## config.mk

```make
export PLATFORM = sky130hd
export DESIGN_NAME = iterative_alu
export DESIGN_NICKNAME = d
export VERILOG_FILES = /design/src/rtl/iterative_alu.sv
export SDC_FILE = /design/constraint.sdc
export NUM_CORES = 1
export LEC_CHECK = 0
export BUFFER_PORTS_ARGS = -buffer_cell sky130_fd_sc_hd__buf_2
export CAP_MARGIN = 15
export CORE_UTILIZATION = 55
export DETAILED_ROUTE_END_ITERATION = 10
export PLACE_DENSITY = 0.83
export SYNTH_ARGS = -nofsm -noshare
export SYNTH_HDL_FRONTEND = slang
export SYNTH_SLANG_ARGS = --single-unit
```

## constraint.sdc

```tcl
create_clock -name clk -period 2.8 [get_ports clk]
set_clock_uncertainty 0.05 [all_clocks]
set_input_delay 0.14 -clock clk [delete_from_list [all_inputs] [get_ports clk]]
set_output_delay 0.14 -clock clk [all_outputs]
set_load 0.03 [all_outputs]
```

## src/rtl/iterative_alu.sv

```systemverilog
// Execute-stage ALU fed by ALUControlUnit.
// Add/sub/logic ops and branch compares finish in one cycle; SLL/SRL are
// executed one bit per cycle so no barrel shifter is needed. Valid/ready
// handshakes on both sides let the control FSM stall while a shift runs.
module iterative_alu #(
    parameter int DATA_WIDTH = 32
) (
    input  logic                  clk,
    input  logic                  reset,
    input  logic                  in_valid,
    output logic                  in_ready,
    input  logic [3:0]            alu_op,
    input  logic [DATA_WIDTH-1:0] alu_in_1,
    input  logic [DATA_WIDTH-1:0] alu_in_2,
    output logic                  out_valid,
    input  logic                  out_ready,
    output logic [DATA_WIDTH-1:0] alu_result,
    output logic                  alu_bcond
);

    // Operation codes shared with ALUControlUnit.
    localparam logic [3:0] OP_ADD  = 4'd0;
    localparam logic [3:0] OP_SUB  = 4'd1;
    localparam logic [3:0] OP_AND  = 4'd2;
    localparam logic [3:0] OP_OR   = 4'd3;
    localparam logic [3:0] OP_XOR  = 4'd4;
    localparam logic [3:0] OP_SLL  = 4'd5;
    localparam logic [3:0] OP_SRL  = 4'd6;
    localparam logic [3:0] OP_BEQ  = 4'd7;
    localparam logic [3:0] OP_BNE  = 4'd8;
    localparam logic [3:0] OP_BLT  = 4'd9;
    localparam logic [3:0] OP_BGE  = 4'd10;
    localparam logic [3:0] OP_NONE = 4'd15;

    localparam int              SHW     = $clog2(DATA_WIDTH);
    localparam logic [SHW-1:0]  CNT_ONE = SHW'(1);
    localparam logic [SHW-1:0]  CNT_ZERO = '0;

    typedef enum logic [1:0] {
        ST_IDLE  = 2'd0,
        ST_SHIFT = 2'd1,
        ST_DONE  = 2'd2
    } state_t;

    state_t                  state_q;
    logic                    in_ready_q;
    logic                    out_valid_q;
    logic [DATA_WIDTH-1:0]   result_q;
    logic                    bcond_q;
    logic [SHW-1:0]          cnt_q;
    logic                    shl_q;

    logic [DATA_WIDTH-1:0]   result_d;
    logic                    bcond_d;
    logic                    is_shift_d;
    logic [SHW-1:0]          shamt_d;

    assign shamt_d = alu_in_2[SHW-1:0];

    // Decode the request into its single-cycle result; shifts start from operand 1.
    always_comb begin
        result_d   = '0;
        bcond_d    = 1'b0;
        is_shift_d = 1'b0;
        case (alu_op)
            OP_ADD:  result_d = alu_in_1 + alu_in_2;
            OP_SUB:  result_d = alu_in_1 - alu_in_2;
            OP_AND:  result_d = alu_in_1 & alu_in_2;
            OP_OR:   result_d = alu_in_1 | alu_in_2;
            OP_XOR:  result_d = alu_in_1 ^ alu_in_2;
            OP_SLL, OP_SRL: begin
                result_d   = alu_in_1;
                is_shift_d = 1'b1;
            end
            OP_BEQ:  bcond_d = (alu_in_1 == alu_in_2);
            OP_BNE:  bcond_d = (alu_in_1 != alu_in_2);
            OP_BLT:  bcond_d = ($signed(alu_in_1) <  $signed(alu_in_2));
            OP_BGE:  bcond_d = ($signed(alu_in_1) >= $signed(alu_in_2));
            OP_NONE: begin
                result_d = '0;
                bcond_d  = 1'b0;
            end
            default: begin
                result_d = '0;
                bcond_d  = 1'b0;
            end
        endcase
    end

    // Control FSM with registered handshake outputs and the iterative shifter.
    always_ff @(posedge clk or posedge reset) begin
        if (reset) begin
            state_q     <= ST_IDLE;
            in_ready_q  <= 1'b1;
            out_valid_q <= 1'b0;
            result_q    <= '0;
            bcond_q     <= 1'b0;
            cnt_q       <= '0;
            shl_q       <= 1'b0;
        end else begin
            case (state_q)
                ST_IDLE: begin
                    if (in_valid) begin
                        result_q   <= result_d;
                        bcond_q    <= bcond_d;
                        shl_q      <= (alu_op == OP_SLL);
                        cnt_q      <= shamt_d;
                        in_ready_q <= 1'b0;
                        if (is_shift_d && (shamt_d != CNT_ZERO)) begin
                            state_q <= ST_SHIFT;
                        end else begin
                            state_q     <= ST_DONE;
                            out_valid_q <= 1'b1;
                        end
                    end
                end
                ST_SHIFT: begin
                    result_q <= shl_q ? (result_q << 1) : (result_q >> 1);
                    cnt_q    <= cnt_q - CNT_ONE;
                    // The edge that takes the counter to zero also ends the shift.
                    if (cnt_q == CNT_ONE) begin
                        state_q     <= ST_DONE;
                        out_valid_q <= 1'b1;
                    end
                end
                ST_DONE: begin
                    if (out_ready) begin
                        state_q     <= ST_IDLE;
                        out_valid_q <= 1'b0;
                        in_ready_q  <= 1'b1;
                    end
                end
                default: begin
                    state_q     <= ST_IDLE;
                    out_valid_q <= 1'b0;
                    in_ready_q  <= 1'b1;
                end
            endcase
        end
    end

    assign in_ready   = in_ready_q;
    assign out_valid  = out_valid_q;
    assign alu_result = result_q;
    assign alu_bcond  = bcond_q;

endmodule

```

# [Word-level counts from Yosys, hierarchy flattened]
# Index checks and enable logic that the tools add are counted.
[word_totals] inputBits=72 reg_bits=43 word_cells=67 out_inout_bits=35
[op_classes] eq_ne=19 muxes=21 reduce_logical=11 magnitude_cmp=2 bitwise_logic=4 n_addsub=3
[ops] cell="$pmux W32 S6" count=1
[ops] cell="$mux W32" count=2
[ops] cell="$pmux W32 S2" count=1
[ops] cell="$add A32 B32 Y32" count=1
[ops] cell="$and A32 B32 Y32" count=1
[ops] cell="$eq A32 B32 Y1" count=1
[ops] cell="$ge A32 B32 Y1" count=1
[ops] cell="$lt A32 B32 Y1" count=1
[ops] cell="$ne A32 B32 Y1" count=1
[ops] cell="$or A32 B32 Y32" count=1
[ops] cell="$sub A32 B32 Y32" count=1
[ops] cell="$xor A32 B32 Y32" count=1
[ops] cell="$eq A4 B3 Y1 const B" count=4
[ops] cell="$eq A4 B4 Y1 const B" count=3
[ops] cell="$pmux W5 S2" count=1
[ops] cell="$eq A4 B2 Y1 const B" count=2
[ops] cell="$mux W2" count=4
[ops] cell="$ne A2 B2 Y1 const B" count=4
[ops] cell="$mux W1" count=7
[ops] cell="$pmux W1 S3" count=2
[ops] cell="$pmux W2 S3" count=1
[ops] cell="$reduce_and A3 Y1" count=2
[ops] cell="$eq A5 B1 Y1 const B" count=1
[ops] cell="$mux W5" count=1
[ops] cell="14 further kinds" count=15

# [Longest topological paths before layout]
[depth] ltp_word=7 ltp_mapped=13 depth_no_buf=13

# [Worst setup path before layout]
# No wires, ideal clock.
[synth_path] kind="input -> register" start="input alu_in_1[0]" end="register result_q[22], in the netlist alu_result[22]" slack_ns=0.123 setup_time_ns=0.082 arrival_ns=2.545 path_buffers=0 stages=13 required_ns=2.668 cell_sequence="ha_1 > inv_1 > fa_1 > nor2b_1 > o31ai_1 > a2111o_1 > a21oi_2 > nand4_1 > a31oi_1 > o21ai_1 > xnor2_1 > or4_1 > a31oi_1"
[synth_via] elab_chain_len=4 elab_cells_between_ends=5 cone_classes="2 x add/sub; 3 x mux"
[synth_lines] item="start, declared" line_no="13" rtl="input logic [DATA_WIDTH-1:0] alu_in_1,"
[synth_lines] item="$sub A32 B32 Y32 / $add A32 B32 Y32 (equally long branches)" line_no="67, 66"
[synth_lines] item="$pmux W32 S6 *" line_no="65" rtl="case (alu_op)"
[synth_lines] item="$mux W32 *" line_no="103" rtl="if (in_valid) begin"
[synth_lines] item="$pmux W32 S2 *" line_no="101" rtl="case (state_q)"
[synth_lines] item="end signal, assigned" line_no="104" rtl="result_q <= result_d;"
[synth_lines] item="end signal, assigned" line_no="118" rtl="result_q <= shl_q ? (result_q << 1) : (result_q >> 1);"
[synth_lines] item="end, declared" line_no="48" rtl="logic [DATA_WIDTH-1:0] result_q;"
# Every way passes the cells marked *; elsewhere a longest branch is shown, timed or not. The select of a mux whose other input is x is not followed.
# A chain may end at the register's enable or synchronous reset.

# [Final worst setup path]
# Same ends and word-level chain as after synthesis.

==> summary.md <==
| Metric | Value |
|---|---|
| Worst-path clk slew | `70 ps` |
| R2R Path End | `alu_result[15]` |
| Final worst slack | `60.3 ps` |
| Final period util | `97.8%` |
| Post-Synth Adder-Cell Area | `18.9%` |
| Avg Cell Area, Syn | `7.19 sq um` |
| Total routed wirelength | `28200 um` |
| Cell taking the most area after synthesis | `ha_1` |
| Hold path depth | `2` |
| First-pass GRT wire length | `44400 um` |
| Yosys reg bits | `43` |
| Max-Slew Margin vs Limit | `51.7%` |
| First drt pass iteration count | `6` |
| Post-synthesis compound-gate area fraction | `32.9%` |
| Wire per inst | `19.3 um` |
| Cell Area, Synth | `7510 sq um` |
| Initial antenna violation count | `0` |
| Antenna viol nets, final | `0` |
| Synth Net Count | `1229` |
| Final setup viols | `0` |
| Site row count | `42` |
| Most used DFF post-synth | `dfrtp_1` |
| CP Launch Type | `input pin` |
| Port Buffers | `106` |
| Post-DP HPWL | `20800 um` |
| Top cells by count, synth | `110 x ha_1, 107 x a21oi_1, 105 x inv_1` |
| F_max | `365 MHz` |
| Final Wtd Congestion | `1.03` |
| GRT Util Overall | `39.0%` |
| Mux contribution to synthesized area | `5.25%` |
| Syn. warnings | `0` |
| Synth top area cells | `ha_1 18%, dfrtp_1 14%, a21oi_1 7.1%` |
| Post-synthesis cell type count | `67` |
| Total CTS buffers | `5` |
| Clock latency at the later pin of the worst-skew pair | `310 ps` |
| Leakage | `4.68 nW` |
| Largest net degree at the start of global routing | `32` |
| CORE AREA | `13300 sq um` |
| WHS Endpoint | `state_q[1]` |
| Ys async rst share | `100%` |
| Number of enable flip-flop cells after synthesis | `0` |
| Critical path required time | `2990 ps` |
| Min Clock Period, post-route | `2740 ps` |
| Vias in the first global route | `8885` |
| Die H | `119 um` |
| Syn Inst Count | `1045` |
| DIE AREA | `14100 sq um` |
| Nets | `1466` |
| Unrepaired setup endpoints after global routing | `true` |
| Final Hold Fails | `0` |
| Most frequent cell after synthesis | `ha_1` |
| Max-Cap Viols | `0` |
| Initial Util | `56.5%` |
| Pwr per Cell Area | `435 nW/um^2` |
| Setup crit end kind | `flop` |
| Remaining DRCs | `0` |
| Worst-Margin Slew | `717 ps` |
| DP Worst Slack | `-507 ps` |
| Tightest Hold Check Type | `input pin to flop` |
| Synth Area in XOR/XNOR | `2.68%` |
| Hold_sp | `out_ready` |
| Via count | `9487` |
| CP Data Arrival Time | `2930 ps` |
| Layout cells sized above 1 | `27.0%` |
| Root Buffer | `clkbuf_16` |
| GR Overflow Total | `0` |
| Post-layout util | `74.1%` |
| FF-to-FF path depth | `6` |
| Sequential area share after synthesis | `14.3%` |
| R2R Path Start | `state_q[0]` |
| Crit-path max FO | `2` |
| CP Class | `input pin to flop` |
| Vias per Instance | `6.50` |
| Maximum vdd drop | `0.281 mV` |
| Area share of the largest cell type after synthesis | `18.3%` |
| Status | `finished, final reports clean` |
| Slew Limit Fails | `0` |
| Area added between synthesis and finish | `31.1%` |
| H-tree Lvls | `2` |
| CTS tree | `yes` |
| Max clock buf depth | `2` |
| Flop-to-flop setup slack | `590 ps` |
| Die width | `119 um` |
| Num Clock Sinks | `43` |
| Boundary pin count | `107` |
| DRT iter0 DRCs | `1368` |
| Largest family of logic cells by synthesized area | `compound AO/OA/AOI/OAI gates` |
| Simple-Gate Fraction of Synth Area | `17.2%` |
worst max-delay path by stage:
stage / start / endpoint / slack [ps] / cells past startpoint
6_report: alu_in_1[0] / alu_result[22] / 60 / 15
5_1_grt: alu_in_2[6] / alu_result[22] / -80 / 14
4_1_cts: alu_in_2[0] / alu_result[28] / -10 / 14
3_5_place_dp: alu_in_1[1] / alu_result[29] / -510 / 14
3_3_place_gp: alu_in_1[1] / alu_result[29] / -300 / 14
2_1_floorplan: alu_in_1[0] / alu_result[22] / 120 / 13
metal layers:
layer  vias up  track usage [%]  part of all wire, %
met5         -                0                    0
met3       147             6.27                   12
met2       751             62.1                   44
met4         0             20.5                  4.8
met1      4339             50.8                   39
li1       4250                -                    -
power breakdown:
group          switching (mW)  internal (mW)
Combinational            1.48          0.992
Sequential              0.265          0.805
Clock                   0.311          0.424
worst max-delay path, stage by stage:
cell,delay (ps)
buf_8,80
ha_4,150
inv_4,40
fa_2,410
nor2b_4,170
o31ai_4,90
a2111o_1,430
a21oi_2,230
buf_4,150
nand4_1,110
a31oi_1,190
o21ai_1,90
xnor2_1,120
or4_1,400
a31oi_1,130
metrics by stage:
stage | total power [mW] | hold WS (ps) | cell area (sq um) | TNS, ps | std cells
2_1_floorplan | 2.46 | 176 | 7510 | 0 | 1045
3_3_place_gp | 3.31 | 188 | 9340 | -2440 | 1437
3_5_place_dp | 3.37 | 184 | 9340 | -3830 | 1437
4_1_cts | 4.14 | 0.375 | 9700 | -10.2 | 1459
5_1_grt | 4.48 | 24.6 | 9840 | -304 | 1459
6_report | 4.28 | 5.02 | 9850 | 0 | 1460
sequential cells by signal, summed over array words and instances (netlist names):
name	count
state_q	2
cnt_q	5
alu_bcond	1
out_valid	1
in_ready	1
alu_result	32
shl_q	1
cell families after synthesis:
group	after synthesis
AO/OA/AOI/OAI	378
AND/OR/NAND/NOR	279
buffers and inverters	171
adder cells (fa/ha/maj)	112
flip-flops	43
multiplexers	39
XOR/XNOR	23
repair_timing:
action | 4_1_cts | 5_1_grt
setup endpoints to repair | 3 | 16
pin swaps | 10 | 21
buffers inserted | 13 | 3
gates cloned | 0 | 0
resized for setup | 19 | 28
hold buffers | 1 | 0
hold endpoints to repair | 23 | 0
cells in the final DEF (no fill, tap or decap), types with 4 or more instances in the layout:
cell type,synthesis,routed
a211oi_1,11,10
a21o_1,13,13
a21oi_1,107,103
a21oi_2,1,5
a221o_1,6,6
a221oi_1,25,23
a22oi_1,7,7
a31oi_1,13,12
buf_2,9,104
buf_4,1,186
clkbuf_16,0,5
dfrtp_1,42,41
ha_1,110,104
ha_4,0,5
inv_1,105,103
mux2i_1,36,36
nand2_1,60,60
nand2b_1,13,13
nand3_1,21,20
nand4_1,4,4
nor2_1,98,97
nor2b_1,9,8
nor3_1,44,40
nor3_2,0,4
nor4_1,8,7
o211ai_1,19,19
o21a_1,14,14
o21ai_0,78,73
o21ai_1,3,7
o21bai_1,11,11
o221ai_1,9,8
o22ai_1,13,13
o31ai_1,11,9
or3_1,7,7
xnor2_1,23,23
final cells by class:
cell class | count | area (sq um)
flip-flops and latches | 43 | 1080
inverters | 107 | 404
fillers | 1024 | 3450
diodes | 1 | 2.50
well taps | 176 | 220
multi-input cells | 831 | 6010
clock inverters | 1 | 30.0
clock buffers | 7 | 133
repair buffers | 294 | 1970
Note: power is estimated with default switching activity, not from simulation.
